**src/rtl/data_mem_lsu.sv**
```systemverilog
// Single-port data memory with a RISC-V style load/store front end.
// Accepts one request at a time and returns a registered response after a fixed latency.
module data_mem_lsu #(
    parameter int DEPTH  = 64,
    parameter int XLEN   = 32,
    parameter int RD_LAT = 1,
    parameter int ABITS  = 8
) (
    input  logic             clk,
    input  logic             rst,
    input  logic             req_valid,
    output logic             req_ready,
    input  logic             req_we,
    input  logic [2:0]       req_funct3,
    input  logic [ABITS-1:0] req_addr,
    input  logic [XLEN-1:0]  req_wdata,
    output logic             resp_valid,
    input  logic             resp_ready,
    output logic [XLEN-1:0]  resp_rdata,
    output logic             resp_err
);

    typedef enum logic [1:0] {IDLE, WAIT, RESP} state_t;

    localparam int         WBITS     = ABITS - 2;
    localparam logic [2:0] WAIT_INIT = 3'(RD_LAT - 1);

    logic [XLEN-1:0] mem [DEPTH];

    state_t          state_q, state_d;
    logic [2:0]      cnt_q, cnt_d;
    logic [XLEN-1:0] hold_rdata_q, hold_rdata_d;
    logic            hold_err_q, hold_err_d;
    logic            resp_valid_q, resp_valid_d;
    logic [XLEN-1:0] resp_rdata_q, resp_rdata_d;
    logic            resp_err_q, resp_err_d;

    logic [WBITS-1:0] word_idx;
    logic [1:0]       lane;
    logic             is_h, is_w;
    logic             illegal, misaligned, req_err;
    logic             accept, mem_we;
    logic [3:0]       byte_en;
    logic [XLEN-1:0]  wdata_rep;
    logic [XLEN-1:0]  shifted;
    logic [XLEN-1:0]  load_val;

    // Request decode: the load value reflects memory before this edge's write.
    always_comb begin
        word_idx   = req_addr[ABITS-1:2];
        lane       = req_addr[1:0];
        is_h       = (req_funct3[1:0] == 2'b01);
        is_w       = (req_funct3[1:0] == 2'b10);
        illegal    = req_we ? (req_funct3 > 3'b010)
                            : ((req_funct3 == 3'b011) || (req_funct3[2:1] == 2'b11));
        misaligned = (is_h && lane[0]) || (is_w && (lane != 2'b00));
        req_err    = illegal || misaligned;
        accept     = req_valid && (state_q == IDLE) && !rst;
        mem_we     = accept && req_we && !req_err;

        byte_en   = 4'b0001 << lane;
        wdata_rep = {4{req_wdata[7:0]}};
        if (is_h) begin
            byte_en   = lane[1] ? 4'b1100 : 4'b0011;
            wdata_rep = {2{req_wdata[15:0]}};
        end else if (is_w) begin
            byte_en   = 4'b1111;
            wdata_rep = req_wdata;
        end

        shifted = mem[word_idx] >> {lane, 3'b000};
        case (req_funct3)
            3'b000:  load_val = {{(XLEN-8){shifted[7]}}, shifted[7:0]};
            3'b001:  load_val = {{(XLEN-16){shifted[15]}}, shifted[15:0]};
            3'b100:  load_val = {{(XLEN-8){1'b0}}, shifted[7:0]};
            3'b101:  load_val = {{(XLEN-16){1'b0}}, shifted[15:0]};
            default: load_val = shifted;
        endcase
    end

    always_ff @(posedge clk) begin
        if (mem_we) begin
            for (int i = 0; i < 4; i++) begin
                if (byte_en[i]) begin
                    mem[word_idx][8*i +: 8] <= wdata_rep[8*i +: 8];
                end
            end
        end
    end

    always_ff @(posedge clk) begin
        if (rst) begin
            state_q      <= IDLE;
            cnt_q        <= 3'd0;
            hold_rdata_q <= '0;
            hold_err_q   <= 1'b0;
            resp_valid_q <= 1'b0;
            resp_rdata_q <= '0;
            resp_err_q   <= 1'b0;
        end else begin
            state_q      <= state_d;
            cnt_q        <= cnt_d;
            hold_rdata_q <= hold_rdata_d;
            hold_err_q   <= hold_err_d;
            resp_valid_q <= resp_valid_d;
            resp_rdata_q <= resp_rdata_d;
            resp_err_q   <= resp_err_d;
        end
    end

    // Loads with RD_LAT>1 park their result in the hold registers while WAIT counts down.
    always_comb begin
        state_d      = state_q;
        cnt_d        = cnt_q;
        hold_rdata_d = hold_rdata_q;
        hold_err_d   = hold_err_q;
        resp_rdata_d = resp_rdata_q;
        resp_err_d   = resp_err_q;
        case (state_q)
            IDLE: begin
                if (accept) begin
                    if (req_we || (RD_LAT == 1)) begin
                        state_d      = RESP;
                        resp_rdata_d = (req_we || req_err) ? '0 : load_val;
                        resp_err_d   = req_err;
                    end else begin
                        state_d      = WAIT;
                        cnt_d        = WAIT_INIT;
                        hold_rdata_d = req_err ? '0 : load_val;
                        hold_err_d   = req_err;
                    end
                end
            end
            WAIT: begin
                if (cnt_q == 3'd1) begin
                    state_d      = RESP;
                    cnt_d        = 3'd0;
                    resp_rdata_d = hold_rdata_q;
                    resp_err_d   = hold_err_q;
                end else begin
                    cnt_d = 3'(cnt_q - 3'd1);
                end
            end
            RESP: begin
                if (resp_ready) begin
                    state_d      = IDLE;
                    resp_rdata_d = '0;
                    resp_err_d   = 1'b0;
                end
            end
            default: state_d = IDLE;
        endcase
        resp_valid_d = (state_d == RESP);
    end

    always_comb begin
        req_ready  = (state_q == IDLE);
        resp_valid = resp_valid_q;
        resp_rdata = resp_rdata_q;
        resp_err   = resp_err_q;
    end

endmodule

```
**config.mk**
```make
export PLATFORM = sky130hd
export DESIGN_NAME = data_mem_lsu
export DESIGN_NICKNAME = d
export VERILOG_FILES = /design/src/rtl/data_mem_lsu.sv
export SDC_FILE = /design/constraint.sdc
export NUM_CORES = 2
export LEC_CHECK = 0
export ABC_AREA = 0
export CAP_MARGIN = 10
export CELL_PAD_IN_SITES_DETAIL_PLACEMENT = 2
export CELL_PAD_IN_SITES_GLOBAL_PLACEMENT = 2
export CORE_UTILIZATION = 35
export CTS_CLUSTER_SIZE = 10
export DETAILED_ROUTE_END_ITERATION = 8
export GPL_ROUTABILITY_DRIVEN = 0
export HOLD_SLACK_MARGIN = 0.15
export PLACE_DENSITY = 0.61
export SLEW_MARGIN = 20
export SYNTH_ARGS = -nofsm -noshare
export SYNTH_HDL_FRONTEND = slang
export SYNTH_SLANG_ARGS = --single-unit
```
**constraint.sdc**
```tcl
create_clock -name clk -period 3.5 [get_ports clk]
set_clock_uncertainty 0.05 [all_clocks]
set_input_delay 0.525 -clock clk [delete_from_list [all_inputs] [get_ports clk]]
set_output_delay 0.525 -clock clk [all_outputs]
set_load 0.02 [all_outputs]
```
==> impl_metrics.yaml <==
pwr:
  seqPwrFrac_pct: 51.7
  clkPwrFrac_pct: 40.8
  pwr-share-comb_pct: 7.5
  p_leak_nw: 32.1
  power_density_nw_per_um2: 542
  irDropWorstVdd_mv: 0.504
  internal-power_mw: 41.0
  p_sw_mw: 12.6
  swShare_pct: 23.5
yosys:
  async_flop_share_pct: 0
  postSynthCellCount: 4581
  synth-edff-count: 2048
  ys_types: 85
  synthFlopType: "edfxtp_1"
  syn_area_per_cell_sq_um: 17.5
  synth-seq-cells: 2087
  yosysWarnings: 0
  synth_fp_nets: 4635
  netlist_area_sq_um: 80000
  yosysSeqAreaShare_pct: 77.8
drt:
  ant_nets: 0
  vias: 52848
  drt_wl_total_mm: 348
  vias_per_cell: 6.16
  wl_per_cell_um: 40.5
  detail_route.iter0.violations: 6859
  firstDrtPassIters: 6
  drc: 0
clock_network:
  cts_inserted_buffers: 232
  post-cts-setup-buffer-count: 0
  clkSlewWorstSetupHoldPaths_ns: 0.06
  clockBufferDepth: 3
  cts.htree.levels: 4
  clkLatencyLatePin_ns: 0.87
  cts_tree: "done"
  clkSinkCount: 2087
  cts-root-buf: "clkbuf_16"
global_routing:
  grt_antenna_before_repair: 20
  grt_pass1_vias: 54696
  track_usage_pct: 29.9
  grt.overflow.total: 0
  grt_start_max_net_pins: 65
  grt_pass1_wl_mm: 473
die:
  die_w_um: 480
  io_pins: 83
  core_sq_um: 227000
  dieArea_sq_um: 231000
  die_y_um: 480
  start_util_pct: 35.2
  rows: 175
critical_path:
  slowest_delay_ns: 1.01
  ff2ff_setup_slack_ns: -0.09
  cp.arrival_ns: 4.30
  cp-end-kind: "flip-flop"
  r2r_end: "resp_rdata[1]$_SDFFE_PP0P_"
  regToRegStartpoint: "mem[13][17]$_DFFE_PP_"
  path_class: "in2reg"
  timing.critical_path.cells: "buf_8 -> buf_12 -> nor2_4 -> buf_4 -> buf_4 -> a22oi_1 -> o21a_1 -> o22ai_1 -> a2111oi_0 -> o211ai_1 -> buf_4 -> nor2_1 -> o311ai_0"
  start_kind: "input port"
  crit_fanout: 17
  crit_slowest_cell: "a2111oi_0"
  cp.required_ns: 4.18
  worstRegToRegCells: 9
  cp_common_cell: "buf_4"
sta:
  max_slew.worst_pin.slew_ns: 1.10
  grt_setup_unrepaired: "false"
  timing.final.ws_setup_ns: -0.128
  slew_violations: 0
  finalSetupViolCount: 2
  fmax_mhz: 276
  finalHoldViolations: 0
  max_slew_margin_pct: 24.7
  min_period_ns: 3.63
  finalSetupTns_ns: -0.204
  period_share_pct: 104
finish:
  final_nets: 5551
  fin_util_pct: 43.5
  syn2layout_area_growth_pct: 23.6
  layout_commonest_cell: "edfxtp_1"
  drive_gt1_share_pct: 25.8
  final_area_sq_um: 98900
  fillers: 21408
  final_cell_mix: "2048 x edfxtp_1, 724 x buf_4, 428 x a22oi_1"
  fin_cells: 8586
run_status:
  status: "complete, but fails checks"
  violations: "negative setup slack"
worst_hold_path:
  hp-start: "req_addr[0]"
  hold_class: "in2reg"
  hold_depth: 5
  hold_path_end: "resp_rdata[5]$_SDFFE_PP0P_"
placed_design:
  dpl_cell_area_sq_um: 92500
  place_inst: 8267
  dp_hpwl_mm: 239
  io_buffers: 82
job:
  max_cap_violations: 0
how the worst max path moves through the flow:
stage / from / endpoint / slack [ns] / depth (start not counted)
after floorplan: req_addr[2] / mem[14][0]$_DFFE_PP_ / 0.45 / 10
after global placement: req_addr[3] / resp_rdata[2]$_SDFFE_PP0P_ / -0.67 / 14
after detailed placement: req_addr[4] / resp_rdata[1]$_SDFFE_PP0P_ / -0.81 / 13
after CTS: mem[10][17]$_DFFE_PP_ / resp_rdata[1]$_SDFFE_PP0P_ / 0.05 / 9
after global routing: mem[15][17]$_DFFE_PP_ / resp_rdata[1]$_SDFFE_PP0P_ / 0.02 / 9
final: req_addr[4] / resp_rdata[1]$_SDFFE_PP0P_ / -0.13 / 13
metrics by stage:
stage / hold WS [ns] / worst slack (ns) / total power, mW
after floorplan: 0.406 / 0.445 / 29.7
after global placement: 0.392 / -0.671 / 32.0
after detailed placement: 0.401 / -0.807 / 32.2
after CTS: 0.258 / 0.0542 / 53.8
after global routing: 0.301 / 0.0191 / 54.7
final: 0.322 / -0.128 / 53.6
cell usage after synthesis (all sizes together) (41+ instances only):
master	instances	area share [%]
a22oi	428	4.0
a221oi	179	2.0
edfxtp	2048	77
a22o	58	0.63
o22ai	41	0.32
mux4	69	1.9
clkbuf	109	0.51
mux2	117	1.6
a221o	44	0.55
buf	212	1.5
o21ai	74	0.46
nand2	197	0.92
nor2	322	1.5
a31oi	51	0.40
a21oi	80	0.50
mux2i	123	1.5
metal layers:
| metal | up-vias | wire length, um | track usage (%) |
|---|---|---|---|
| li1 | 20636 | - | - |
| met1 | 28682 | 137000 | 39.3 |
| met2 | 2843 | 161000 | 47.3 |
| met3 | 679 | 29900 | 5.79 |
| met4 | 8 | 20300 | 15.2 |
| met5 | - | 66 | 0 |
timing repair:
action                                  in CTS  in global routing
resized for setup                            0                  1
hold buffers                                 5                  0
endpoints found under the setup margin       0                  1
hold endpoints to repair                    27                  0
cell type report:
type,instances,area [sq um],share of cell area (%)
Antenna cell,5,12.5,0.0127
Clock inverter,20,233,0.235
Tap cell,3009,3760,3.81
Timing Repair Buffer,1003,10100,10.2
Clock buffer,289,6140,6.20
Inverter,13,53.8,0.0544
Sequential cell,2087,62300,63.0
Multi-Input combinational cell,2160,16300,16.5
flip-flops by register name, summed over array words and instances, names as in the netlist:
register,count
mem,2048
resp_rdata,32
cnt_q,3
state_q,2
resp_err,1
resp_valid,1
critical path, delay by kind of cell:
kind / cells / cell delay [ns]
AOI/OAI and AO/OA: 6 / 2.28
buffers and inverters: 5 / 1.22
and+or+nand+nor: 2 / 0.23
cell families (layout without fill, tap and decap cells):
group	count (synthesis)	count (layout)	synth area share (%)
adders and majority gates	6	6	0.0938
other	0	5	0
muxes	309	309	5.13
buffers and inverters	334	1325	2.08
and+or+nand+nor	726	726	4.16
DFF	2087	2087	77.8
AOI/OAI and AO/OA	1119	1119	10.7
power by group through the flow:
| stage | clock [mW] | sequential [mW] | combinational [mW] |
|---|---|---|---|
| after floorplan | 0 | 28.2 | 1.46 |
| after global placement | 0 | 28.2 | 3.80 |
| after detailed placement | 0 | 28.2 | 3.93 |
| after CTS | 22.2 | 27.7 | 3.96 |
| after global routing | 22.9 | 27.7 | 4.08 |
| final | 21.9 | 27.7 | 4.03 |
(Power assumes the default switching activity.)
